--- config.mk ---
export PLATFORM = sky130hd
export DESIGN_NAME = mips_multicycle_ctrl
export DESIGN_NICKNAME = d
export VERILOG_FILES = /design/src/rtl/mips_ctrl_pkg.sv /design/src/rtl/mips_alu_decoder.sv /design/src/rtl/mips_multicycle_ctrl.sv
export SDC_FILE = /design/constraint.sdc
export NUM_CORES = 1
export LEC_CHECK = 0
export BUFFER_PORTS_ARGS = -buffer_cell sky130_fd_sc_hd__buf_2
export CAP_MARGIN = 20
export CORE_UTILIZATION = 50
export CTS_BUF_LIST = sky130_fd_sc_hd__clkbuf_8
export DETAILED_ROUTE_END_ITERATION = 8
export HOLD_SLACK_MARGIN = 0.08
export PLACE_DENSITY = 0.79
export SETUP_SLACK_MARGIN = 0.5
export SLEW_MARGIN = 10
export SYNTH_ARGS = -nofsm -noshare
export SYNTH_HDL_FRONTEND = slang
export SYNTH_SLANG_ARGS = --single-unit
--- constraint.sdc ---
create_clock -name clk -period 2.72 [get_ports clk]
set_clock_uncertainty 0.15 [all_clocks]
set_input_delay 0.136 -clock clk [delete_from_list [all_inputs] [get_ports clk]]
set_output_delay 0.136 -clock clk [all_outputs]
set_load 0.05 [all_outputs]
--- src/rtl/mips_ctrl_pkg.sv ---
// Shared encodings for the multicycle MIPS control unit:
// FSM states, opcode/funct values, ALU codes and mux selects.
package mips_ctrl_pkg;

    typedef enum logic [3:0] {
        S_IDLE     = 4'd0,
        S_FETCH    = 4'd1,
        S_DECODE   = 4'd2,
        S_MEMADR   = 4'd3,
        S_MEMREAD  = 4'd4,
        S_MEMWB    = 4'd5,
        S_MEMWRITE = 4'd6,
        S_EXECUTE  = 4'd7,
        S_ALUWB    = 4'd8,
        S_BRANCH   = 4'd9,
        S_ADDIEX   = 4'd10,
        S_ADDIWB   = 4'd11,
        S_JUMP     = 4'd12
    } state_t;

    localparam logic [5:0] OP_RTYPE = 6'h00;
    localparam logic [5:0] OP_J     = 6'h02;
    localparam logic [5:0] OP_BEQ   = 6'h04;
    localparam logic [5:0] OP_ADDI  = 6'h08;
    localparam logic [5:0] OP_LW    = 6'h23;
    localparam logic [5:0] OP_SW    = 6'h2B;

    localparam logic [5:0] FN_ADD = 6'h20;
    localparam logic [5:0] FN_SUB = 6'h22;
    localparam logic [5:0] FN_AND = 6'h24;
    localparam logic [5:0] FN_OR  = 6'h25;
    localparam logic [5:0] FN_SLT = 6'h2A;

    localparam logic [3:0] ALU_AND = 4'b0000;
    localparam logic [3:0] ALU_OR  = 4'b0001;
    localparam logic [3:0] ALU_ADD = 4'b0010;
    localparam logic [3:0] ALU_SUB = 4'b0110;
    localparam logic [3:0] ALU_SLT = 4'b0111;

    localparam logic [1:0] SRCB_REG    = 2'b00;
    localparam logic [1:0] SRCB_FOUR   = 2'b01;
    localparam logic [1:0] SRCB_IMM    = 2'b10;
    localparam logic [1:0] SRCB_IMM_SH = 2'b11;

    localparam logic [1:0] PCSRC_ALU    = 2'b00;
    localparam logic [1:0] PCSRC_ALUOUT = 2'b01;
    localparam logic [1:0] PCSRC_JUMP   = 2'b10;

endpackage

--- src/rtl/mips_alu_decoder.sv ---
// R-type funct field to ALU operation code.
// Also flags whether the funct is one this core supports.
module mips_alu_decoder
    import mips_ctrl_pkg::*;
(
    input  logic [5:0] funct,
    output logic [3:0] alu_control,
    output logic       funct_legal
);

    // Map funct to ALU op; unsupported codes fall back to ADD
    always_comb begin
        alu_control = ALU_ADD;
        funct_legal = 1'b1;
        unique case (funct)
            FN_ADD:  alu_control = ALU_ADD;
            FN_SUB:  alu_control = ALU_SUB;
            FN_AND:  alu_control = ALU_AND;
            FN_OR:   alu_control = ALU_OR;
            FN_SLT:  alu_control = ALU_SLT;
            default: funct_legal = 1'b0;
        endcase
    end

endmodule

--- src/rtl/mips_multicycle_ctrl.sv ---
// Moore FSM sequencing the multicycle MIPS datapath, with
// run/halt gating, completion pulse and retired counter.
module mips_multicycle_ctrl
    import mips_ctrl_pkg::*;
(
    input  logic        clk,
    input  logic        rst,
    input  logic        run,
    input  logic [5:0]  opcode,
    input  logic [5:0]  funct,
    input  logic        zero,
    output logic        pc_en,
    output logic        iord,
    output logic        mem_write,
    output logic        ir_write,
    output logic        reg_dst,
    output logic        mem_to_reg,
    output logic        reg_write,
    output logic        alu_src_a,
    output logic [1:0]  alu_src_b,
    output logic [1:0]  pc_src,
    output logic [3:0]  alu_control,
    output logic        instr_done,
    output logic        illegal,
    output logic [31:0] retired,
    output logic [3:0]  state
);

    state_t     state_q;
    state_t     state_d;
    logic       pc_write;
    logic       branch;
    logic [3:0] rtype_alu;
    logic       funct_legal;
    logic       op_legal;

    mips_alu_decoder u_alu_dec (
        .funct       (funct),
        .alu_control (rtype_alu),
        .funct_legal (funct_legal)
    );

    assign op_legal = (opcode == OP_LW)   ||
                      (opcode == OP_SW)   ||
                      (opcode == OP_BEQ)  ||
                      (opcode == OP_ADDI) ||
                      (opcode == OP_J)    ||
                      ((opcode == OP_RTYPE) && funct_legal);

    assign pc_en = pc_write | (branch & zero);
    assign state = state_q;

    // State register
    always_ff @(posedge clk or posedge rst) begin
        if (rst) state_q <= S_IDLE;
        else     state_q <= state_d;
    end

    // Retired-instruction counter, bumped on each completion
    always_ff @(posedge clk or posedge rst) begin
        if (rst)             retired <= '0;
        else if (instr_done) retired <= retired + 32'd1;
    end

    // Next-state and Moore outputs for the current state
    always_comb begin
        state_d     = state_q;
        pc_write    = 1'b0;
        branch      = 1'b0;
        iord        = 1'b0;
        mem_write   = 1'b0;
        ir_write    = 1'b0;
        reg_dst     = 1'b0;
        mem_to_reg  = 1'b0;
        reg_write   = 1'b0;
        alu_src_a   = 1'b0;
        alu_src_b   = SRCB_REG;
        pc_src      = PCSRC_ALU;
        alu_control = ALU_AND;
        instr_done  = 1'b0;
        illegal     = 1'b0;
        case (state_q)
            S_IDLE: begin
                if (run) state_d = S_FETCH;
            end
            S_FETCH: begin
                ir_write    = 1'b1;
                pc_write    = 1'b1;
                alu_src_b   = SRCB_FOUR;
                alu_control = ALU_ADD;
                state_d     = S_DECODE;
            end
            S_DECODE: begin
                alu_src_b   = SRCB_IMM_SH;
                alu_control = ALU_ADD;
                if (!op_legal) begin
                    illegal = 1'b1;
                    state_d = run ? S_FETCH : S_IDLE;
                end else begin
                    case (opcode)
                        OP_LW, OP_SW: state_d = S_MEMADR;
                        OP_RTYPE:     state_d = S_EXECUTE;
                        OP_BEQ:       state_d = S_BRANCH;
                        OP_ADDI:      state_d = S_ADDIEX;
                        OP_J:         state_d = S_JUMP;
                        default:      state_d = S_FETCH;
                    endcase
                end
            end
            S_MEMADR: begin
                alu_src_a   = 1'b1;
                alu_src_b   = SRCB_IMM;
                alu_control = ALU_ADD;
                state_d     = (opcode == OP_LW) ? S_MEMREAD
                                                : S_MEMWRITE;
            end
            S_MEMREAD: begin
                iord    = 1'b1;
                state_d = S_MEMWB;
            end
            S_MEMWB: begin
                mem_to_reg = 1'b1;
                reg_write  = 1'b1;
                instr_done = 1'b1;
                state_d    = run ? S_FETCH : S_IDLE;
            end
            S_MEMWRITE: begin
                iord       = 1'b1;
                mem_write  = 1'b1;
                instr_done = 1'b1;
                state_d    = run ? S_FETCH : S_IDLE;
            end
            S_EXECUTE: begin
                alu_src_a   = 1'b1;
                alu_src_b   = SRCB_REG;
                alu_control = rtype_alu;
                state_d     = S_ALUWB;
            end
            S_ALUWB: begin
                reg_dst    = 1'b1;
                reg_write  = 1'b1;
                instr_done = 1'b1;
                state_d    = run ? S_FETCH : S_IDLE;
            end
            S_BRANCH: begin
                alu_src_a   = 1'b1;
                alu_control = ALU_SUB;
                pc_src      = PCSRC_ALUOUT;
                branch      = 1'b1;
                instr_done  = 1'b1;
                state_d     = run ? S_FETCH : S_IDLE;
            end
            S_ADDIEX: begin
                alu_src_a   = 1'b1;
                alu_src_b   = SRCB_IMM;
                alu_control = ALU_ADD;
                state_d     = S_ADDIWB;
            end
            S_ADDIWB: begin
                reg_write  = 1'b1;
                instr_done = 1'b1;
                state_d    = run ? S_FETCH : S_IDLE;
            end
            S_JUMP: begin
                pc_src     = PCSRC_JUMP;
                pc_write   = 1'b1;
                instr_done = 1'b1;
                state_d    = run ? S_FETCH : S_IDLE;
            end
            default: state_d = S_IDLE;
        endcase
    end

endmodule

==> summary.txt, run 1 <==
Global routing
  – Grt total ovfl: 0
  – Largest net degree at the start of global routing: 22
  – Vias in the first global route: 1733
  – Initial antenna violation count: 0
  – GRT Total Usage: 0.229
  – First-pass GRT wire length: slightly below 8000 µm

Synthesis
  – Ys flop type: dfrtp_1
  – Share of async-settable or async-resettable flops after synthesis: 1.00
  – Post-synth EDFFs: 0
  – Mapped cell area: roughly 2100 µm²
  – Post-synth cell types: a little over 50
  – Mean area per synthesized cell: 9.24 µm²
  – Post-Synthesis Cells: 230
  – Yosys warns: 0
  – Sequential area share after synthesis: 0.424
  – Register bit total from synthesis: 36
  – Net Count, Synth: 247

Routing
  – Max layer used: met4
  – Final WL: 4810 µm
  – DRT iter0 DRCs: 65
  – Drt wl/cell: 13.4 µm
  – WL met2: between 2000 and 2500 µm
  – Antenna Violating Nets Remaining: 0
  – Routed vias: around 1900
  – DR vias/cell: between 5 and 6
  – DRC: 0
  – DRT met1 WL: approximately 2200 µm
  – Met3 wire len: approximately 200 µm
  – Drt pass-1 iters: 4

STA
  – Setup tns final: 0 ns
  – Tcrit/Tclk final: 0.791
  – Tmin final: about 2.2 ns
  – RSZ-0062 raised after global routing: true
  – Maximum clock rate: between 400 and 500 MHz
  – Final hold violation count: 0
  – Slew margin rel.: 0.640
  – Final slew viol count: 0
  – # setup viols final: 0
  – Least-Margin Pin Slew: 0.539 ns

Placed design
  – Gpl congestion: roughly 0.80
  – Detailed placement HPWL: about 3600 µm
  – Number of port buffers: 68

Worst setup path
  – Delay of the slowest critical-path stage: around 0.57 ns
  – CP endpoint kind: flop
  – Required time of the critical path: about 2.7 ns
  – Crit-path cells: and4bb_4 -> or4_4 -> nand4_1 -> buf_4 -> nor4_2 -> xor2_1
  – CP Class: flop to flop
  – Crit-path max FO: 11
  – Slowest-stage cell, CP: or4_4
  – FF-to-FF setup slack: approximately 0.57 ns
  – Crit path launch type: flop
  – Worst EP arrival: 2.16 ns

Floorplanning
  – Chip height: about 67 µm
  – Core footprint: 4030 µm²
  – Initial core utilization: 0.527
  – Row cnt: 23
  – I/O Pins: 70
  – Die width: ~67 µm
  – Die area: approximately 4500 µm²

Cells and area
  – Area grow syn2layout: 32.7%
  – Antenna Cells: 0
  – Nets: ~320
  – Most common cell after layout, fill and taps aside: buf_2
  – Layout cells sized above 1: 0.403
  – Most frequent cells in the layout: 68 x buf_2, 30 x dfrtp_1, 23 x nor2_1, 21 x xnor2_1, 18 x nand2_1

Power and ir drop
  – PwrDens: approximately 660 nW/µm²
  – Tot Pwr: about 1.9 mW
  – Max VDD drop: 0.000516 V
  – P_leak: ~1.4 nW

Clock tree
  – TritonCTS clock tree: built
  – Clock latency on the worst-skew pair: 0.28 ns
  – CTS sink cnt: 36
  – Longest Clk Path Bufs: 2
  – Total CTS buffers: 5
  – CTS HTree Levels: 2
  – CTS root buf: clkbuf_8
  – Clock Pin Slew Worst Setup and Hold Paths: 0.07 ns

Worst hold path
  – Type of the tightest min-delay check: primary input to flop

Flow run
  – Max_cap viols: 0

Status
  – Status: completed
-- sequential cells by signal (all words and copies together), names as in the netlist --
name,count
state,4
retired,32
-- synthesized netlist by cell type, types with 2 or more instances --
| library cell | n | share of area |
|---|---|---|
| nand2_1 | 20 | 0.035 |
| inv_1 | 8 | 0.014 |
| clkbuf_1 | 5 | 0.0088 |
| buf_2 | 2 | 0.0047 |
| a31oi_1 | 2 | 0.0059 |
| and3_1 | 4 | 0.012 |
| and4bb_4 | 2 | 0.015 |
| nor2b_1 | 5 | 0.015 |
| nand3_2 | 2 | 0.0094 |
| nand4_1 | 6 | 0.018 |
| nor4_1 | 3 | 0.0088 |
| o21a_1 | 3 | 0.011 |
| nor2_1 | 24 | 0.042 |
| o21ai_0 | 6 | 0.014 |
| dfrtp_1 | 36 | 0.42 |
| nand2b_1 | 7 | 0.021 |
| xor2_1 | 12 | 0.049 |
| nand4_2 | 2 | 0.012 |
| xnor2_1 | 21 | 0.087 |
| a21oi_1 | 3 | 0.0071 |
| and4_1 | 2 | 0.0082 |
| nor3_1 | 17 | 0.040 |
| nand3_1 | 10 | 0.024 |
-- layer usage --
metal / track usage / vias up
li1: - / 952
met1: 0.305 / 933
met2: 0.375 / 49
met3: 0.0439 / 6
met4: 0.0665 / 0
met5: 0 / -
-- logic make-up (layout without fill, tap and decap cells) --
kind of cell,count (synthesis),after routing,synth area share
xor+xnor,33,33,0.136
other cells,1,1,0.00177
mux,2,2,0.0100
fa+ha+maj,2,2,0.0106
compound gates,24,24,0.0777
buf+inv,18,96,0.0383
simple gates,114,114,0.302
flops,36,36,0.424
-- report_power, final --
group	internal, mW	total [mW]	switching, mW
combinational	0.241	0.856	0.615
sequential	0.571	0.624	0.0534
clock	0.202	0.388	0.186
-- worst paths after layout --
kind,end,startpoint,depth (start not counted)
setup / recovery,retired[28],state[2],6
hold / removal,state[2],funct[4],4
setup reg to reg,retired[28],state[2],6
hold reg to reg,retired[18],retired[18],1
max in group asynchronous,state[3],rst,4
min in group asynchronous,retired[4],rst,3
-- area by class of cell --
type,count,area [µm²]
Multi-Input combinational cell,176,1280
Clock buffer,6,82.6
Clock inverter,2,11.3
Tap cell,50,62.6
Inverter,8,30.0
Fill cell,337,1210
Timing Repair Buffer,80,438
Sequential cell,36,911
-- critical path: cells and delay by family (launching register included) --
family	cells	cell delay (ns)
and+or+nand+nor	4	1.02
DFF	1	0.55
buffers and inverters	1	0.17
xor gates and xnor gates	1	0.14
-- per-stage QoR --
| stage | worst slack (ns) | hold WS [ns] | cells | util | instance area (µm²) |
|---|---|---|---|---|---|
| after floorplan | 0.392 | 0.129 | 230 | - | 2280 |
| after global placement | 0.417 | 0.0546 | 341 | 0.655 | 2640 |
| after detailed placement | 0.380 | 0.0602 | 341 | 0.655 | 2640 |
| after CTS | 0.512 | 0.0816 | 357 | 0.695 | 2800 |
| after global routing | 0.500 | 0.134 | 358 | 0.700 | 2820 |
| final | 0.569 | 0.0976 | 358 | 0.700 | 2820 |
-- repair_timing --
action / 4_1_cts / 5_1_grt
hold buffers: 3 / 0
gates cloned: 0 / 0
resized for setup: 1 / 4
endpoints found under the hold margin: 15 / 0
buffers inserted: 5 / 1
setup endpoints to repair: 8 / 8
pin swaps: 0 / 1
Note: power is estimated with default switching activity, not from simulation.
==> inputs of run 2 (changes only) <==
--- a/config.mk
+++ b/config.mk
@@ -7,11 +7,11 @@
 export LEC_CHECK = 0
 export BUFFER_PORTS_ARGS = -buffer_cell sky130_fd_sc_hd__buf_2
 export CAP_MARGIN = 20
-export CORE_UTILIZATION = 50
+export CORE_UTILIZATION = 47
 export CTS_BUF_LIST = sky130_fd_sc_hd__clkbuf_8
 export DETAILED_ROUTE_END_ITERATION = 8
 export HOLD_SLACK_MARGIN = 0.08
-export PLACE_DENSITY = 0.79
+export PLACE_DENSITY = 0.78
 export SETUP_SLACK_MARGIN = 0.5
 export SLEW_MARGIN = 10
 export SYNTH_ARGS = -nofsm -noshare
==> constraint.sdc (replaced) <==
create_clock -name clk -period 1.9 [get_ports clk]
set_clock_uncertainty 0.15 [all_clocks]
set_input_delay 0.095 -clock clk [delete_from_list [all_inputs] [get_ports clk]]
set_output_delay 0.095 -clock clk [all_outputs]
set_load 0.05 [all_outputs]
==> run 2 against run 1 <==
  * The flow now finishes with violations (setup timing)
  * Register-to-register slack got worse by 0.84 ns
  * Design area rose by 30%
  * Core utilization rose by 14 points
  * Combinational power rose to 2.5 times the previous value
  * Die area rose by 6.2%
  * Clock power rose by 37%
  * Worst setup slack got worse by 0.84 ns
  * Sequential power rose by 42%
  * Final cell count rose by 11%
  * Sequential cell count did not move
  * Largest power group unchanged
==> summary.txt, run 2 (synthesis gave the netlist of run 1 again) <==
Status
  – Status: finished, violations left
  – Failing checks: setup timing

Cells and area
  – Layout cells sized above 1: 0.540 (+0.138)
  – Most frequent cells in the layout: 48 x buf_2, 31 x buf_4, 31 x dfrtp_1, 23 x buf_6
  – Non-Filler Instances: 398 (+11%)
  – Largest register FFs: 32 (unchanged)
  – Area grow syn2layout: 72.3%
  – Largest reg by FF count: retired
  – Most common cell after layout, fill and taps aside: buf_2
  – Final Cell Area: 3660 µm² (+30%)
  – Antenna Cells: 0 (unchanged)
  – Nets: 363 (+12%)

Placed design
  – Area after DPL: 2860 µm² (+8.3%)
  – Detailed placement HPWL: 3680 µm (+2.7%)
  – Placed insts: 364 (+6.7%)
  – Number of port buffers: 68 (unchanged)
  – Gpl congestion: 0.828 (+3.7%)

Routing
  – Antenna Violating Nets Remaining: 0 (unchanged)
  – Final WL: 7730 µm (+61%)
  – DR vias/cell: 6.08 (+12%)
  – Drt pass-1 iters: 5 (+1)
  – DRC: 0 (unchanged)
  – Drt wl/cell: 19.4 µm (+45%)
  – DRT iter0 DRCs: 152 (+130%)
  – Routed vias: 2418 (+25%)

STA
  – Tmin final: 2.18 ns (+0.0241 ns)
  – # setup viols final: 38 (+38)
  – Final slew viol count: 0 (unchanged)
  – Hold WS: 0.0338 ns (-0.0638 ns)
  – Final hold violation count: 0 (unchanged)
  – Tcrit/Tclk final: 1.15 (+0.354)
  – Maximum clock rate: 460 MHz (-1.1%)
  – Least-Margin Pin Slew: 0.570 ns (+0.0306 ns)
  – Slew margin rel.: 0.617 (-0.0229)
  – Final WS setup: -0.276 ns (-0.844 ns)
  – RSZ-0062 raised after global routing: true

Floorplanning
  – I/O Pins: 70 (unchanged)
  – Die area: 4790 µm² (+6.2%)
  – Core footprint: 4350 µm² (+8.1%)
  – Row cnt: 24 (+4.3%)
  – Chip height: 69.2 µm (+3.1%)
  – Die width: 69.2 µm (+3.1%)
  – Initial core utilization: 0.488 (-0.0394)

Power and ir drop
  – Tot Pwr: 3.58 mW (+92%)
  – P_leak: 1.81 nW (+28%)
  – PwrDens: 979 nW/µm² (+48%)
  – Max VDD drop: 0.000780 V (+51%)

Clock tree
  – CTS HTree Levels: 2 (unchanged)
  – Longest Clk Path Bufs: 2 (unchanged)
  – Hold-fix buffers, CTS: 5 (+2)
  – Clock Pin Slew Worst Setup and Hold Paths: 0.08 ns (about the same)
  – Clock latency on the worst-skew pair: 0.30 ns (+0.02 ns)
  – Total CTS buffers: 5 (unchanged)
  – TritonCTS clock tree: built
  – CTS sink cnt: 36 (unchanged)
  – CTS root buf: clkbuf_8

Global routing
  – First-pass GRT wire length: 10600 µm (+34%)
  – Grt total ovfl: 0 (unchanged)
  – Initial antenna violation count: 0 (unchanged)
  – Largest net degree at the start of global routing: 37 (+68%)
  – Vias in the first global route: 2282 (+32%)
  – GRT Total Usage: 0.277 (+0.0479)

Worst setup path
  – CP Class: flop to flop
  – Crit path launch type: flop
  – Worst EP arrival: 2.23 ns (+0.07 ns)
  – CP endpoint kind: flop
  – Required time of the critical path: 1.96 ns (-0.76 ns)
  – Crit-path max FO: 7 (-4)

Flow run
  – Max_cap viols: 0 (unchanged)

Worst hold path
  – Type of the tightest min-delay check: primary input to flop
-- run 2: changes by cell type in the layout (fill, tap and decap cells not counted), sizes merged --
| cell | previous run | this run |
|---|---|---|
| dlygate4sd3 | 3 | 4 |
| clkbuf | 6 | 5 |
| clkinv | 0 | 1 |
| dlymetal6s4s | 0 | 1 |
| buf | 77 | 114 |
| clkinvlp | 1 | 0 |
-- run 2: area by class of cell --
cell class / count / area (µm²)
sequential: 36 / 910
fill: 216 / 693
inverter: 8 / 35.0
multi-input combinational: 176 / 1560
clock buffer: 5 / 68.8
tap: 52 / 65.1
timing repair buffer: 119 / 1010
clock inverter: 2 / 8.76
-- run 2: timing repair --
| item | CTS | global route |
|---|---|---|
| endpoints found under the setup margin | 57 | 58 |
| pin swaps | 5 | 20 |
| buffers inserted | 9 | 11 |
| gates resized for setup | 75 | 42 |
| hold endpoints to repair | 39 | 1 |
| cloned | 2 | 0 |
-- run 2: stage by stage --
stage	TNS, ns	util	setup WS (ns)
2_1_floorplan	-11.23	-	-0.420
3_3_place_gp	-1.02	0.656	-0.0869
3_5_place_dp	-1.96	0.656	-0.148
4_1_cts	-2.38	0.782	-0.133
5_1_grt	-7.78	0.841	-0.313
6_report	-6.59	0.841	-0.276
-- run 2: path summary, 6_finish.rpt --
check                           slack, ns        start     endpoint  cells past startpoint
worst max-delay path                -0.28     state[1]  retired[28]                      7
worst min-delay path                 0.03     funct[3]     state[2]                      4
worst max register to register      -0.28     state[1]  retired[28]                      7
worst min register to register       0.31  retired[31]  retired[31]                      1
max in group asynchronous            0.97          rst     state[3]                      4
min in group asynchronous            0.29          rst     state[2]                      4
-- run 2: per-layer routing --
metal  vias up  track usage  part of all wire
met5         -            0                 0
met4         0        0.138             0.031
met3        32       0.0465             0.068
met2       149        0.462              0.50
met1      1198        0.346              0.40
li1       1039            -                 -
-- run 2: power breakdown --
| group | leakage, nW | internal [mW] | total (mW) | switching, mW |
|---|---|---|---|---|
| sequential | 0.490 | 0.817 | 0.889 | 0.0720 |
| clock | 0.0452 | 0.244 | 0.531 | 0.287 |
| combinational | 1.28 | 0.918 | 2.16 | 1.24 |
-- run 2: critical path, cell delays in order (launching register included) --
cell and delay [ns]:
dfrtp_2 0.44, buf_6 0.14, nor3b_1 0.34, or4_4 0.27, nand4_1 0.15, buf_6 0.20
nor4_4 0.16, xor2_1 0.21
==> inputs of run 3 (changes only) <==
--- a/config.mk
+++ b/config.mk
@@ -12,6 +12,7 @@
 export DETAILED_ROUTE_END_ITERATION = 8
 export HOLD_SLACK_MARGIN = 0.08
 export PLACE_DENSITY = 0.78
+export RECOVER_POWER = 25
 export SETUP_SLACK_MARGIN = 0.5
 export SLEW_MARGIN = 10
 export SYNTH_ARGS = -nofsm -noshare
==> run 3 against run 2 <==
  * The run still ends with setup timing left
  * Critical path type unchanged
  * Largest cell class unchanged
  * Critical endpoint unchanged
  * Highest routed layer unchanged
  * First-iteration DRC count decreased by 3.9%
  * Sequential share of layout area hardly changed
  * Power up 0.19%
  * Sequential cell count unchanged
==> summary.txt, run 3 (synthesis gave the netlist of run 1 again) <==
Status
  – Status: finished, violations left
  – Failing checks: setup timing

STA
  – Slew margin rel.: 0.413 (-0.205)
  – Final slew viol count: 0 (unchanged)
  – Final WS setup: -0.283 ns (-0.00718 ns)
  – Tcrit/Tclk final: 1.15 (+0.00378)
  – Final hold violation count: 0 (unchanged)
  – RSZ-0062 raised after global routing: true
  – # setup viols final: 38 (unchanged)
  – Tmin final: 2.18 ns (+0.00718 ns)
  – Maximum clock rate: 458 MHz (-0.33%)
  – Least-Margin Pin Slew: 0.881 ns (+0.311 ns)

Routing
  – DR vias/cell: 5.99 (-1.4%)
  – Routed vias: 2384 (-1.4%)
  – Drt wl/cell: 19.5 µm (+0.56%)
  – DRT iter0 DRCs: 146 (-3.9%)
  – Drt pass-1 iters: 5 (unchanged)
  – Antenna Violating Nets Remaining: 0 (unchanged)
  – DRC: 0 (unchanged)
  – Final WL: 7780 µm (+0.56%)

Floorplanning
  – Initial core utilization: 0.488 (unchanged)
  – Row cnt: 24 (unchanged)
  – I/O Pins: 70 (unchanged)
  – Die width: 69.2 µm (unchanged)
  – Chip height: 69.2 µm (unchanged)
  – Core footprint: 4350 µm² (unchanged)
  – Die area: 4790 µm² (unchanged)

Worst hold path
  – Hold_sp: funct[3]
  – Type of the tightest min-delay check: primary input to flop
  – WHS Endpoint: state[2]
  – Worst Hold Depth: 4 (unchanged)

Power and ir drop
  – Max VDD drop: 0.000781 V (about the same)
  – P_leak: 1.81 nW (about the same)
  – PwrDens: 981 nW/µm² (+0.26%)
  – Tot Pwr: 3.59 mW (+0.19%)

Worst setup path
  – Crit-path cells: buf_6 -> nor3b_1 -> or4_4 -> nand4_1 -> buf_6 -> nor4_4 -> xor2_1
  – Delay of the slowest critical-path stage: 0.44 ns (about the same)
  – Crit-path max FO: 7 (unchanged)
  – CP endpoint kind: flop
  – Crit path launch type: flop
  – Worst reg2reg path depth: 7 (unchanged)
  – Slowest-stage cell, CP: dfrtp_2
  – CP Class: flop to flop
  – Required time of the critical path: 1.96 ns (about the same)
  – FF-to-FF setup slack: -0.28 ns (about the same)
  – Crit path top cell by count: buf_6
  – Worst EP arrival: 2.24 ns (about the same)
  – FF-to-FF Start: state[1]
  – R2R Path End: retired[28]

Global routing
  – Initial antenna violation count: 0 (unchanged)
  – Largest net degree at the start of global routing: 37 (unchanged)
  – First-pass GRT wire length: 10600 µm (unchanged)
  – GRT Total Usage: 0.277 (unchanged)
  – Vias in the first global route: 2282 (unchanged)
  – Grt total ovfl: 0 (unchanged)

Clock tree
  – Longest Clk Path Bufs: 2 (unchanged)
  – Total CTS buffers: 5 (unchanged)
  – Hold-fix buffers, CTS: 5 (unchanged)
  – Clock latency on the worst-skew pair: 0.30 ns (about the same)
  – TritonCTS clock tree: built
  – Clock Pin Slew Worst Setup and Hold Paths: 0.08 ns (about the same)
  – CTS HTree Levels: 2 (unchanged)
  – CTS sink cnt: 36 (unchanged)
  – CTS root buf: clkbuf_8

Placed design
  – Detailed placement HPWL: 3680 µm (unchanged)
  – Number of port buffers: 68 (unchanged)
  – Gpl congestion: 0.828 (unchanged)
  – Area after DPL: 2860 µm² (unchanged)
  – Worst slack, placed: -0.148 ns (unchanged)
  – Placed insts: 364 (unchanged)

Cells and area
  – Final Cell Area: 3660 µm² (about the same)
  – Most frequent cells in the layout: 48 x buf_2, 31 x dfrtp_1, 30 x buf_4, 23 x buf_6
  – FILL cells: 217 (+0.46%)
  – Antenna Cells: 0 (unchanged)
  – Non-Filler Instances: 398 (unchanged)
  – Area of the multi-input gates: 1560 µm² (unchanged)
  – Layout cells sized above 1: 0.540 (unchanged)
  – Largest reg by FF count: retired
  – Nets: 363 (unchanged)
  – Area grow syn2layout: 72.2% (about the same)
  – Register area: 910 µm² (unchanged)
  – Largest register FFs: 32 (unchanged)
  – Most common cell after layout, fill and taps aside: buf_2
  – Final Util: 0.840 (about the same)

Flow run
  – Max_cap viols: 0 (unchanged)
[run 3: cell count changes in the layout (fill, tap and decap cells not counted), sizes merged]
cell | before | now
clkbuf | 5 | 6
buf | 114 | 113
[run 3: cell type report]
cell class,count,share of cell area
clock buffers,5,0.0188
flip-flops and latches,36,0.249
repair buffers,119,0.275
clock inverters,2,0.00239
inverters,8,0.00958
well taps,52,0.0178
multi-input cells,176,0.427
[run 3: worst max-delay path by stage]
stage	slack [ns]	end	startpoint
after floorplan	-0.42	retired[18]	state[2]
after global placement	-0.09	retired[31]	state[3]
after detailed placement	-0.15	retired[28]	state[3]
after CTS	-0.13	instr_done	state[0]
after global routing	-0.31	retired[9]	state[1]
final	-0.28	retired[28]	state[1]
[run 3: what timing repair did]
item | in CTS | in global routing
endpoints found under the hold margin | 39 | 1
pin swaps | 5 | 20
resized for setup | 75 | 42
buffers inserted | 9 | 11
cloned | 2 | 0
setup endpoints to repair | 57 | 58
[run 3: per-layer routing]
metal  vias up  track usage  part of all wire
li1       1036            -                 -
met1      1180        0.346              0.41
met2       142        0.462              0.50
met3        26       0.0465             0.068
met4         0        0.138             0.027
met5         -            0                 0
[run 3: stage by stage]
step / hold slack [ns] / setup TNS, ns
floorplan: 0.0883 / -11.23
global placement: 0.0731 / -1.02
detailed placement: 0.0792 / -1.96
CTS: 0.0564 / -2.38
global route: 0.0477 / -7.78
finish: 0.0264 / -6.50
[run 3: where the power goes]
| group | total, mW | internal, mW | switching [mW] |
|---|---|---|---|
| clock network | 0.536 | 0.244 | 0.292 |
| registers | 0.889 | 0.817 | 0.0722 |
| logic | 2.16 | 0.917 | 1.25 |
| total | 3.59 | 1.98 | 1.61 |
[run 3: critical path, delay by kind of cell, from the launching register on]
kind                      cells  cell delay, ns
xor gates and xnor gates      1            0.21
buffers and inverters         2            0.34
DFF                           1            0.44
and+or+nand+nor               4            0.93
